<file path="src/rtl/mux5bit_demux_1to4_buf.sv">
// rtl/mux5bit_demux_1to4_buf.sv - 1:4 demux of a tagged word stream into four per-channel FIFOs
// Optional DEMUX_STATS_EN adds per-channel accept counters and a sticky DropErr flag.
module mux5bit_demux_1to4_buf #(
  parameter int WIDTH = 5,
  parameter int DEPTH = 2
) (
  input  logic               Clk,
  input  logic               Rst_n,
  input  logic               InValid,
  output logic               InReady,
  input  logic [WIDTH-1:0]   InData,
  input  logic [1:0]         InSel,
  output logic [3:0]         OutValid,
  input  logic [3:0]         OutReady,
  output logic [4*WIDTH-1:0] OutData,
  output logic [3:0]         Full
`ifdef DEMUX_STATS_EN
  ,
  output logic [4*8-1:0]     AcceptCount,
  output logic               DropErr
`endif
);

  localparam int AW = (DEPTH > 1) ? $clog2(DEPTH) : 1;
  localparam int CW = $clog2(DEPTH + 1);

  logic [WIDTH-1:0] mem_q    [4][DEPTH];
  logic [AW-1:0]    wr_ptr_q [4];
  logic [AW-1:0]    wr_ptr_d [4];
  logic [AW-1:0]    rd_ptr_q [4];
  logic [AW-1:0]    rd_ptr_d [4];
  logic [CW-1:0]    cnt_q    [4];
  logic [CW-1:0]    cnt_d    [4];
  logic [3:0]       push;
  logic [3:0]       pop;
  logic             accept;

  for (genvar k = 0; k < 4; k++) begin : g_ch
    assign OutValid[k] = (cnt_q[k] != '0);
    assign Full[k]     = (cnt_q[k] == CW'(DEPTH));
    // Gated so OutData reads zero after reset even though storage is not cleared.
    assign OutData[k*WIDTH +: WIDTH] = OutValid[k] ? mem_q[k][rd_ptr_q[k]] : '0;
  end

  assign pop     = OutValid & OutReady;
  assign InReady = !Full[InSel] || pop[InSel];
  assign accept  = InValid && InReady;

  always_comb begin
    push = '0;
    if (accept) push[InSel] = 1'b1;
  end

  always_comb begin
    for (int k = 0; k < 4; k++) begin
      wr_ptr_d[k] = wr_ptr_q[k];
      rd_ptr_d[k] = rd_ptr_q[k];
      cnt_d[k]    = cnt_q[k];
      if (push[k]) wr_ptr_d[k] = wr_ptr_q[k] + AW'(1);
      if (pop[k])  rd_ptr_d[k] = rd_ptr_q[k] + AW'(1);
      case ({push[k], pop[k]})
        2'b10:   cnt_d[k] = cnt_q[k] + CW'(1);
        2'b01:   cnt_d[k] = cnt_q[k] - CW'(1);
        default: cnt_d[k] = cnt_q[k];
      endcase
    end
  end

  always_ff @(posedge Clk or negedge Rst_n) begin
    if (!Rst_n) begin
      for (int k = 0; k < 4; k++) begin
        wr_ptr_q[k] <= '0;
        rd_ptr_q[k] <= '0;
        cnt_q[k]    <= '0;
      end
    end else begin
      for (int k = 0; k < 4; k++) begin
        wr_ptr_q[k] <= wr_ptr_d[k];
        rd_ptr_q[k] <= rd_ptr_d[k];
        cnt_q[k]    <= cnt_d[k];
      end
    end
  end

  always_ff @(posedge Clk) begin
    if (accept) mem_q[InSel][wr_ptr_q[InSel]] <= InData;
  end

`ifdef DEMUX_STATS_EN
  logic [7:0] acc_cnt_q [4];
  logic [7:0] acc_cnt_d [4];
  logic       stall_q, stall_d;
  logic [1:0] sel_q, sel_d;
  logic       drop_q, drop_d;

  always_comb begin
    for (int k = 0; k < 4; k++) begin
      acc_cnt_d[k] = acc_cnt_q[k];
      if (push[k] && (acc_cnt_q[k] != 8'hFF)) acc_cnt_d[k] = acc_cnt_q[k] + 8'd1;
    end
    stall_d = InValid && !InReady;
    sel_d   = InSel;
    // A stalled source must hold its select; any change is a dropped/altered word.
    drop_d  = drop_q || (stall_q && InValid && (InSel != sel_q));
  end

  always_ff @(posedge Clk or negedge Rst_n) begin
    if (!Rst_n) begin
      for (int k = 0; k < 4; k++) acc_cnt_q[k] <= '0;
      stall_q <= 1'b0;
      sel_q   <= '0;
      drop_q  <= 1'b0;
    end else begin
      for (int k = 0; k < 4; k++) acc_cnt_q[k] <= acc_cnt_d[k];
      stall_q <= stall_d;
      sel_q   <= sel_d;
      drop_q  <= drop_d;
    end
  end

  for (genvar k = 0; k < 4; k++) begin : g_stat
    assign AcceptCount[k*8 +: 8] = acc_cnt_q[k];
  end
  assign DropErr = drop_q;
`endif

endmodule

</file>
<file path="config.mk">
export PLATFORM = sky130hd
export DESIGN_NAME = mux5bit_demux_1to4_buf
export DESIGN_NICKNAME = d
export VERILOG_FILES = /design/src/rtl/mux5bit_demux_1to4_buf.sv
export SDC_FILE = /design/constraint.sdc
export NUM_CORES = 1
export LEC_CHECK = 0
export ABC_AREA = 1
export CAP_MARGIN = 20
export CORE_AREA = 2 2 82 84
export CTS_CLUSTER_SIZE = 14
export DETAILED_ROUTE_END_ITERATION = 6
export DIE_AREA = 0 0 84 86
export GPL_TIMING_DRIVEN = 0
export PLACE_DENSITY_LB_ADDON = 0.12
export SYNTH_ARGS = -nofsm -noshare
export SYNTH_HDL_FRONTEND = slang
export SYNTH_SLANG_ARGS = --single-unit
</file>
<file path="constraint.sdc">
create_clock -name Clk -period 3.8 [get_ports Clk]
set_input_delay 0.95 -clock Clk [delete_from_list [all_inputs] [get_ports Clk]]
set_output_delay 0.95 -clock Clk [all_outputs]
set_load 0.1 [all_outputs]
</file>
==> Yosys cells after proc, flatten, opt, wreduce, memory -nomap -nowiden <==
Memories as Yosys holds them, arrays and structs flattened.
Index checks and enable logic that the tools add are counted.
{ "word_totals": {"ff_bits": 16, "latchBits": 0, "ram_bits": 40, "rom_bits": 0, "input_bits": 14, "wordCells": 104, "n_memories": 1} }
{ "classes": {"n_addsub": 16, "multipliers": 0, "div": 0, "n_lt_le_gt_ge": 9, "eq_ne": 12, "shift": 0, "n_mux": 34, "bitwise": 7, "reduce_logical": 13} }
{ "memory_table": {"columns": ["name", "depth", "width", "rd", "rd_ports_with_merged_regs", "write_ports", "line", "text"], "rows": [
  ["mem_q", 4, 10, 4, 0, 1, "27", "logic [WIDTH-1:0] mem_q [4][DEPTH];"]
]} }
{ "ops": {"columns": ["operator", "count"], "rows": [
  ["$mux W5", 17],
  ["$eq A2 B2 Y1 const B", 8],
  ["$pmux W2 S2", 4],
  ["$reduce_bool A2 Y1", 8],
  ["$ge A2 B2 Y1 const B", 5],
  ["$mux W10", 1],
  ["$not A1 Y2", 5],
  ["$add A1 B1 Y1 const B", 8],
  ["$add A2 B1 Y2 const B", 4],
  ["$eq A2 B1 Y1 const B", 4],
  ["$sub A2 B1 Y2 const B", 4],
  ["$bmux W1 S2", 3],
  ["$mux W1", 6],
  ["$demux W5 S1", 1],
  ["$and A4 B4 Y4", 1],
  ["$mux W4", 1],
  ["$ge A3 B3 Y1 const B", 1],
  ["$logic_and A1 B1 Y1", 3],
  ["$lt A2 B3 Y1 const B", 1],
  ["$not A2 Y3", 1],
  ["$demux W1 S2", 1],
  ["$ge A2 B1 Y1 const B", 1],
  ["$lt A2 B1 Y1 const B", 1],
  ["$logic_not A1 Y1", 1],
  ["$logic_or A1 B1 Y1", 1]
]} }

==> Depth between registers and ports, before layout <==
{ "logic_depth": {"ltp_word": 10, "ltp_mapped": 11, "mapped_depth_nobuf": 11} }

==> Least setup slack after synthesis <==
Ideal clock, no wire load.
{ "synth_timing": {"path_kind": "register to output", "from": "register cnt_q[4] in the netlist's numbering", "to": "output port OutData[5]", "arrival_time_ps": 2877, "required_ps": 2850, "setup_slack_ps": -27, "path_stages_with_launch": 5, "path_buffers": 0, "cell_sequence": "dfrtp_1 inv_1 nand2_1 inv_1 a21oi_1"} }
{ "synth_between": {"elab_chain_cells": 2} }
{ "synth_rtl": {"columns": ["item", "line", "text"], "rows": [
  ["from (decl)", "32", "logic [CW-1:0] cnt_q [4];"],
  ["from (signal, indexed assignment)", "80", "cnt_q[k] <= cnt_d[k];"],
  ["$reduce_bool A2 Y1", "39", "assign OutValid[k] = (cnt_q[k] != '0);"],
  ["net OutValid[1]", "13", "output logic [3:0] OutValid,"],
  ["$mux W5", "42", "assign OutData[k*WIDTH +: WIDTH] = OutValid[k] ? mem_q[k][rd_ptr_q[k]] : '0;"],
  ["to (decl)", "15", "output logic [4*WIDTH-1:0] OutData,"]
]} }
The timed path passes the listed nets, and every way through them passes these cells.

==> Final worst setup path <==
{ "layout_timing": {"from": "input port InSel[0]", "to": "output port InReady"} }
{ "layout_between": {"elab_chain_cells": 4} }
{ "layout_rtl": {"columns": ["item", "line", "text"], "rows": [
  ["from (decl)", "12", "input logic [1:0] InSel,"],
  ["$bmux W1 S2", "46", "assign InReady = !Full[InSel] || pop[InSel];"],
  ["$mux W1 (not written as such)", "46", null],
  ["$logic_not A1 Y1", "46", null],
  ["$logic_or A1 B1 Y1 *", "46", null],
  ["to (decl)", "10", "output logic InReady,"]
]} }
Every way passes the cells marked *; elsewhere a longest branch is shown, timed or not. The select of a mux whose other input is x is not followed.

==> results_dict.tcl <==
set metrics [dict create \
    grtUsageTotal 0.135 \
    mostFrequentLayoutCell "nand2_1" \
    nNetsFinal 299 \
    ys_ff_latch 56 \
    cts.sinks 56 \
    ctsHoldBuffers 0 \
    die_h_um 86 \
    tightest_slew_ps 976 \
    mostFrequentLayoutCells "64 x nand2_1, 40 x clkdlybuf4s50_1, 40 x edfxtp_1" \
    cts_tree "built" \
    yosysWarnings 0 \
    initial_core_util 0.395 \
    rows 29 \
    netlist_area_um2 2480 \
    drtAntennaViolNets 0 \
    critPathKind "input pin to output pin" \
    dieWidth_um 84 \
    clock_skew_ps 6.88 \
    min_path_type "flop to flop" \
    setup_viol_count_final 0 \
    ys_types 20 \
    cts-root-buf "clkbuf_8" \
    synthesis.nets 251 \
    routed_wl_um 4600 \
    port_buffers 41 \
    drtPass1Iterations 4 \
    fillCellCount 574 \
    antenna_found_initial 0 \
    final_util 0.489 \
    finalSetupTns_ps 0 \
    htree_levels 2 \
    n_antenna_cell 0 \
    finalHoldViolations 0 \
    start_kind "input pin" \
    r2r-start "cnt_q[0]" \
    grt_max_degree 19 \
    syn_to_final_growth_pct 23.9 \
    min_from "cnt_q[6]" \
    dp_slack_ps -543 \
    die_area_um2 7220 \
    design.core.area_um2 6280 \
    hpwlAfterDp_um 3440 \
    cts_buffers 5 \
    grt_pass1_wl_um 7620 \
    drive_gt1_frac 0.0851 \
    vias_per_cell 4.67 \
    drt_iter0_markers 66 \
    final_max_slew_viol_count 0 \
    avgSynthCellArea_um2 10.6 \
    multi_input_area_um2 738 \
    netlist_instances 233 \
    regArea_um2 1600 \
    hold_slack_ps 522 \
    clkSlewWorstSetupHoldPaths_ps 100 \
    period_share 0.950 \
    timing.fmax_mhz 277 \
    synth_seq_area_share 0.646 \
    drc_errors 0 \
    drv_cap 0 \
    wl_per_cell_um 12.8 \
    worstPathRequired_ps 2850 \
    max_slew_margin 0.347 \
    grt_pass1_vias 1589 \
    path_max_fanout 10 \
    worstSkewPairLatency_ps 300 \
    status "finished clean" \
    globalRoute.totalOverflow 0 \
    min_period_ps 3610 \
    crit_arrival_ps 2660 \
    end_kind "output pin" \
    vias 1675 \
    rsz0062_at_grt "no" \
    crit_path_start "InSel[0]" \
    io_pins 43 \
    setup_slack_ps 191 \
    clockBufferDepth 2 \
    gp_congestion 0.739 \
]
[path summary, 6_finish.rpt]
path	endpoint	slack (ps)	cells past startpoint
setup / recovery	InReady	190	7
hold / removal	cnt_q[6]	520	1
setup reg to reg	cnt_q[3]	1840	11
hold reg to reg	cnt_q[6]	520	1
max in group asynchronous	cnt_q[3]	2170	1
min in group asynchronous	rd_ptr_q[2]	1120	1
[cell usage after synthesis (all sizes together)]
library cell  instances  area share
nand2                65        0.10
o21ai                 5       0.010
o22ai                 2      0.0050
inv                  35       0.053
edfxtp               40        0.48
nand3                 9       0.028
clkbuf                1      0.0015
xor2                  7       0.025
ha                    4       0.020
dfrtp                16        0.16
a21oi                24       0.048
nor2                 15       0.032
nand4                 4       0.010
xnor2                 5       0.018
buf                   1      0.0020
[area by class of cell]
type,count,share of cell area
multi-input cells,140,0.240
plain buffers,2,0.00285
inverters,35,0.0428
well taps,77,0.0314
flip-flops and latches,56,0.521
repair buffers,41,0.132
clock buffers,5,0.0224
clock inverters,3,0.00692
[sequential cells by signal (all words and copies together) (netlist names)]
register,count
rd_ptr_q,4
cnt_q,8
mem_q,40
wr_ptr_q,4
[through the flow]
stage / std cells / cell area [µm²]
floorplan: 233 / 2480
finish: 359 / 3070
detailed placement: 351 / 2990
global route: 359 / 3070
CTS: 359 / 3080
global placement: 351 / 2990
[cells by family after synthesis]
kind of cell	after synthesis	synth area share
flops	56	0.646
buf+inv	37	0.0565
compound gates	31	0.0636
simple gates	93	0.172
fa+ha+maj	4	0.0202
xor+xnor	12	0.0424
[timing repair]
item,CTS,global route
buffers inserted,0,0
setup endpoints to repair,1,1
resized for setup,3,2
gates cloned,0,0
[per-layer routing]
metal  vias to the layer above  track usage  wire length [µm]
li1                        861            -                 -
met1                       775        0.196              2260
met2                        35        0.202              2100
met3                         4       0.0318               204
met4                         0       0.0396                36
met5                         -            0                 0
[critical path, cell delays in order]
cell and delay (ps):
clkdlybuf4s50_1 510, nor2_1 330, nand3_1 120, nand2_1 110, nor2_2 60, nand2_4 130
buf_2 450
Power is not shown: default switching activity piles up to over one toggle a cycle in this logic, so the estimate is an artifact.
